[config.mk]
export PLATFORM = sky130hd
export DESIGN_NAME = div_req_if
export DESIGN_NICKNAME = d
export VERILOG_FILES = /design/src/rtl/div_pkg.sv /design/src/rtl/div_watchdog.sv /design/src/rtl/div_req_if.sv
export SDC_FILE = /design/constraint.sdc
export NUM_CORES = 1
export LEC_CHECK = 0
export BUFFER_PORTS_ARGS = -buffer_cell sky130_fd_sc_hd__buf_2
export CAP_MARGIN = 40
export CORE_UTILIZATION = 52
export CTS_CLUSTER_SIZE = 30
export DETAILED_ROUTE_END_ITERATION = 6
export PLACE_DENSITY = 0.85
export SLEW_MARGIN = 30
export SYNTH_ARGS = -nofsm -noshare
export SYNTH_HDL_FRONTEND = slang
export SYNTH_HIERARCHICAL = 1
export SYNTH_SLANG_ARGS = --single-unit
[constraint.sdc]
create_clock -name clk -period 2.9 [get_ports clk]
set_input_delay 0.145 -clock clk [delete_from_list [all_inputs] [get_ports clk]]
set_output_delay 0.145 -clock clk [all_outputs]
set_load 0.05 [all_outputs]
[src/rtl/div_pkg.sv]
// Shared types and constants for the divider request/response front-end.
// Holds the state encoding, default sizes and the divide-by-zero quotient.
package div_pkg;

    localparam int DIV_WIDTH   = 16;
    localparam int DIV_TIMEOUT = 64;

    localparam logic [DIV_WIDTH-1:0] DIV_DZ_QUOTIENT = '1;

    typedef enum logic [2:0] {
        ST_IDLE    = 3'd0,
        ST_ISSUE   = 3'd1,
        ST_WAIT    = 3'd2,
        ST_RESP    = 3'd3,
        ST_RELEASE = 3'd4
    } div_state_e;

endpackage

[src/rtl/div_watchdog.sv]
// Counter that supervises the core while the front-end waits for DONE.
// o_expired is high on the last allowed WAIT cycle.
module div_watchdog #(
    parameter int CW    = 7,
    parameter int LIMIT = 64
) (
    input  logic i_clk,
    input  logic i_rst,
    input  logic i_clr,
    input  logic i_en,
    output logic o_expired
);

    logic [CW-1:0] r_count;

    always_ff @(posedge i_clk or posedge i_rst) begin
        if (i_rst) begin
            r_count <= '0;
        end else if (i_clr) begin
            r_count <= '0;
        end else if (i_en) begin
            r_count <= r_count + CW'(1);
        end
    end

    assign o_expired = (r_count == CW'(LIMIT - 1));

endmodule

[src/rtl/div_req_if.sv]
// Valid/ready front-end for the shift-subtract divider core: issues work,
// handles divide-by-zero locally, aborts a hung core, and re-arms it after use.
//
// state   | meaning
// IDLE    | ready for a request, operands captured on accept
// ISSUE   | start pulse to the core, watchdog cleared
// WAIT    | waiting for core DONE or watchdog expiry
// RESP    | result presented until consumer accepts
// RELEASE | start pulse that returns the core from END to START
module div_req_if
    import div_pkg::*;
#(
    parameter int WIDTH   = DIV_WIDTH,
    parameter int TIMEOUT = DIV_TIMEOUT,
    parameter int CW      = $clog2(TIMEOUT + 1)
) (
    input  logic             clk,
    input  logic             rst,
    input  logic             req_valid,
    output logic             req_ready,
    input  logic [WIDTH-1:0] req_dividend,
    input  logic [WIDTH-1:0] req_divisor,
    output logic             resp_valid,
    input  logic             resp_ready,
    output logic [WIDTH-1:0] resp_quotient,
    output logic [WIDTH-1:0] resp_remainder,
    output logic             resp_dz,
    output logic             resp_timeout,
    output logic [WIDTH-1:0] core_dividend,
    output logic [WIDTH-1:0] core_divisor,
    output logic             core_start,
    output logic             core_clr,
    input  logic             core_done,
    input  logic [WIDTH-1:0] core_quotient,
    input  logic [WIDTH-1:0] core_remainder
);

    localparam logic [WIDTH-1:0] DZ_Q = {WIDTH{DIV_DZ_QUOTIENT[0]}};

    div_state_e       r_state;
    div_state_e       w_next;
    logic [WIDTH-1:0] r_dividend;
    logic [WIDTH-1:0] r_divisor;
    logic [WIDTH-1:0] r_quotient;
    logic [WIDTH-1:0] r_remainder;
    logic             r_dz;
    logic             r_timeout;
    logic             r_core_clr;
    logic             w_expired;

    div_watchdog #(
        .CW    (CW),
        .LIMIT (TIMEOUT)
    ) u_watchdog (
        .i_clk     (clk),
        .i_rst     (rst),
        .i_clr     (r_state == ST_ISSUE),
        .i_en      (r_state == ST_WAIT),
        .o_expired (w_expired)
    );

    always_ff @(posedge clk or posedge rst) begin
        if (rst) begin
            r_state <= ST_IDLE;
        end else begin
            r_state <= w_next;
        end
    end

    always_comb begin
        w_next = r_state;
        case (r_state)
            ST_IDLE:    if (req_valid) w_next = (req_divisor == '0) ? ST_RESP : ST_ISSUE;
            ST_ISSUE:   w_next = ST_WAIT;
            ST_WAIT:    if (core_done || w_expired) w_next = ST_RESP;
            // dz and timeout paths leave the core already in START
            ST_RESP:    if (resp_ready) w_next = (r_dz || r_timeout) ? ST_IDLE : ST_RELEASE;
            ST_RELEASE: w_next = ST_IDLE;
            default:    w_next = ST_IDLE;
        endcase
    end

    always_comb begin
        req_ready  = (r_state == ST_IDLE);
        resp_valid = (r_state == ST_RESP);
        core_start = (r_state == ST_ISSUE) || (r_state == ST_RELEASE);
    end

    always_ff @(posedge clk or posedge rst) begin
        if (rst) begin
            r_dividend  <= '0;
            r_divisor   <= '0;
            r_quotient  <= '0;
            r_remainder <= '0;
            r_dz        <= 1'b0;
            r_timeout   <= 1'b0;
            r_core_clr  <= 1'b0;
        end else begin
            r_core_clr <= 1'b0;
            case (r_state)
                ST_IDLE: begin
                    if (req_valid) begin
                        r_dividend <= req_dividend;
                        r_divisor  <= req_divisor;
                        r_timeout  <= 1'b0;
                        if (req_divisor == '0) begin
                            r_quotient  <= DZ_Q;
                            r_remainder <= req_dividend;
                            r_dz        <= 1'b1;
                        end else begin
                            r_dz <= 1'b0;
                        end
                    end
                end
                ST_WAIT: begin
                    // DONE takes priority over a coincident expiry
                    if (core_done) begin
                        r_quotient  <= core_quotient;
                        r_remainder <= core_remainder;
                        r_dz        <= 1'b0;
                        r_timeout   <= 1'b0;
                    end else if (w_expired) begin
                        r_quotient  <= '0;
                        r_remainder <= '0;
                        r_dz        <= 1'b0;
                        r_timeout   <= 1'b1;
                        r_core_clr  <= 1'b1;
                    end
                end
                default: ;
            endcase
        end
    end

    assign resp_quotient  = r_quotient;
    assign resp_remainder = r_remainder;
    assign resp_dz        = r_dz;
    assign resp_timeout   = r_timeout;
    assign core_dividend  = r_dividend;
    assign core_divisor   = r_divisor;
    assign core_clr       = r_core_clr;

endmodule

==> results.yml <==
run_status:
  status: "finished with violations"
  violations: "DRC"
worst_setup_path:
  rrSetupSlack_ns: 0.42
  endpoint_kind: "flip-flop"
  rr_worst_depth: 8
  crit_arrival_ns: 2.69
  path_class: "reg2reg"
  worstReg2RegEnd: "resp_remainder[11]"
  crit_fanout: 14
  cp.required_ns: 3.11
  r2r_start: "u_watchdog/r_count[0]"
  start_kind: "flip-flop"
min_path:
  min_from: "resp_ready"
  min_path_type: "in2reg"
  whs_path_depth: 2
  hold_end: "r_state[0]"
finish:
  fin_util_pct: 70.1
  multi_input_area_sq_um: 1470
  drive_gt1_share_pct: 51.2
  area_growth_syn_to_layout_pct: 27.6
  fin_nets: 487
  seqCellArea_sq_um: 1930
  fill_cells: 500
  diodes: 0
die:
  start_util_pct: 54.9
  die_w_um: 84.6
  coreArea_sq_um: 6460
  rows: 29
  chipHeight_um: 84.6
  ios: 139
  dieArea_sq_um: 7150
clock_network:
  cts_tree: "yes"
  cts_root_buf: "clkbuf_8"
  clockBufferDepth: 2
  numCtsBuffers: 9
  path_clk_slew_ns: 0.08
  clkLatencyLatePin_ns: 0.33
  cts.htree.levels: 3
  clock_sinks: 77
power_and_ir_drop:
  power_frac_seq_pct: 27.7
  ir_drop_mv: 0.872
  p_per_area_nw_per_um2: 1470
  sw_frac_of_total_pct: 48.9
  p_switching_w: 0.00325
  power_leakage_nw: 2.26
  power_frac_comb_pct: 57.9
  clockPowerShare_pct: 14.3
  cellInternalPower_w: 0.00339
logic_synthesis:
  ys_warn_count: 6
  async_flop_share_pct: 100
  synth_enable_flop_cells: 0
  syn_nets: 345
  postSynthCellCount: 275
  synth_top_family_by_area: "compound AO/OA/AOI/OAI gates"
  syn_area_sq_um: 3550
  seq_area_frac_synth_pct: 54.3
  ys_ff_latch: 77
  yosys.area_share.adder_pct: 0.353
  yosys.area.top_type_share_pct: 54.3
  synth_top_area_cell: "dfrtp_1"
  synthMuxAreaShare_pct: 13.5
  synthFlopType: "dfrtp_1"
  synth_compound_area_share_pct: 14.5
  synthSimpleGateAreaFrac_pct: 11.9
  synth_area_leaders: "dfrtp_1 (54%), mux2_4 (12%), a2bb2oi_1 (4.0%), o21ai_0 (3.5%), and3_1 (2.8%)"
  synth_xor_area_share_pct: 1.24
  synth_cell_type_count: 40
  avgSynthCellArea_sq_um: 12.9
timing:
  fin_crit_sh_pct: 85.6
  maxSlewHeadroom_pct: 43.7
  fin_setup_tns_ns: 0
  tightest_slew_ns: 0.843
  rsz0062_at_grt: "false"
  fin_skew_ns: 0.00658
  hold_viol: 0
  drv_slew: 0
  clock.fmax_mhz: 403
  period_needed_ns: 2.48
  hold_ws_ns: 0.0400
  finalSetupViolations: 0
route:
  routed-via-count: 2639
  wl_per_cell_um: 15.9
  drc_errors: 11
  drtIter0Drc: 133
  postRouteAntennaNets: 0
  first_pass_iters: 6
  routed_wl_mm: 7.91
  via_per_inst: 5.29
global_routing:
  grt_antenna_before_repair: 0
  grt_usage_pct: 23.6
  grt_first_pass_wirelength_mm: 13.1
  grt_max_degree: 47
  grt-ovfl-total: 0
  grt_pass1_vias: 2591
placed_design:
  gp_routability_congestion: 0.751
  hpwl_mm: 5.79
  port_buffers: 138
run:
  maxCapViolCount: 0
[final cells by class]
| cell class | count | area share (%) |
|---|---|---|
| sequential | 77 | 42.6 |
| multi-input combinational | 177 | 32.5 |
| timing repair buffer | 147 | 17.1 |
| clock buffer | 10 | 2.82 |
| clock inverter | 6 | 2.46 |
| tap | 77 | 2.13 |
| inverter | 5 | 0.415 |
[layout by cell type, fill, tap and decap left out, types with 3 or more instances in the layout]
master     netlist  layout
nor2_1           7       7
nand2_1         18      18
o21ai_0         25      25
a2bb2oi_1       16      16
o21ai_2         10      10
xor2_1           3       3
mux2_4          29      29
a21oi_1         18      18
buf_2            3     138
bufinv_16        0       3
dfrtp_1         77      77
nor4_4           4       4
buf_4            1       7
nor3b_1          3       3
clkbuf_8         0       9
and3_1          16      16
mux2_2           3       3
inv_1            5       4
[worst max-delay path, stage by stage (launching register included)]
cell and delay, ns:
dfrtp_1 0.42, ha_1 0.24, nor3b_1 0.15, or3b_1 0.36, o211ai_2 0.21, buf_4 0.28
or2_1 0.34, buf_4 0.26, o21ai_0 0.10
[per-stage QoR]
stage | std cells | area [sq um] | total power (W) | worst slack, ns
finish | 499 | 4530 | 0.00664 | 0.419
global route | 499 | 4530 | 0.00699 | 0.245
CTS | 499 | 4530 | 0.00668 | 0.398
detailed placement | 482 | 4280 | 0.00572 | 0.408
global placement | 482 | 4280 | 0.00564 | 0.505
floorplan | 275 | 3550 | 0.00496 | 0.978
[registers in the layout, summed over array words and instances (netlist names)]
name	cells
core_dividend	16
resp_quotient	16
core_clr	1
core_divisor	16
r_state	3
resp_remainder	16
resp_dz	1
u_watchdog/r_count	7
resp_timeout	1
[worst max path at each step]
stage / from / slack [ns] / to / depth (start not counted)
final: u_watchdog/r_count[0] / 0.42 / resp_remainder[11] / 8
after global routing: u_watchdog/r_count[0] / 0.25 / resp_remainder[10] / 8
after CTS: u_watchdog/r_count[0] / 0.40 / resp_remainder[10] / 8
after detailed placement: u_watchdog/r_count[0] / 0.41 / resp_remainder[10] / 8
after global placement: u_watchdog/r_count[0] / 0.51 / resp_remainder[11] / 8
after floorplan: u_watchdog/r_count[0] / 0.98 / core_dividend[12] / 7
[timing repair]
item | CTS | global route
resized for setup | 0 | 0
hold endpoints to repair | 31 | 0
buffers inserted | 0 | 0
hold buffers | 1 | 0
[cell families (layout without fill, tap and decap cells)]
| logic type | count (synthesis) | in the layout |
|---|---|---|
| mux | 33 | 33 |
| buf+inv | 21 | 168 |
| flops | 77 | 77 |
| fa+ha+maj | 1 | 1 |
| xor+xnor | 5 | 5 |
| compound gates | 75 | 75 |
| simple gates | 63 | 63 |
[synthesized netlist by cell type, types with 4 or more instances]
library cell and count:
nand2_1 18, and3_1 16, nor2_1 7, a21oi_1 18, nor4_4 4, o21ai_2 10
inv_1 5, dfrtp_1 77, o21ai_0 25, a2bb2oi_1 16, buf_6 6, mux2_4 29
clkbuf_1 5
[per-layer routing]
layer | global-route usage, % | part of all wire [%]
met5 | 0 | 0
met4 | 8.17 | 0.57
met3 | 4.62 | 6.5
met2 | 36.6 | 48
met1 | 33.3 | 45
[power groups by stage]
| stage | Clock, W | Combinational [W] | Sequential [W] |
|---|---|---|---|
| floorplan | 0 | 0.00167 | 0.00329 |
| global placement | 0 | 0.00380 | 0.00184 |
| detailed placement | 0 | 0.00386 | 0.00185 |
| CTS | 0.000972 | 0.00387 | 0.00184 |
| global route | 0.00102 | 0.00407 | 0.00190 |
| finish | 0.000953 | 0.00385 | 0.00184 |
Note: power is estimated with default switching activity, not from simulation.
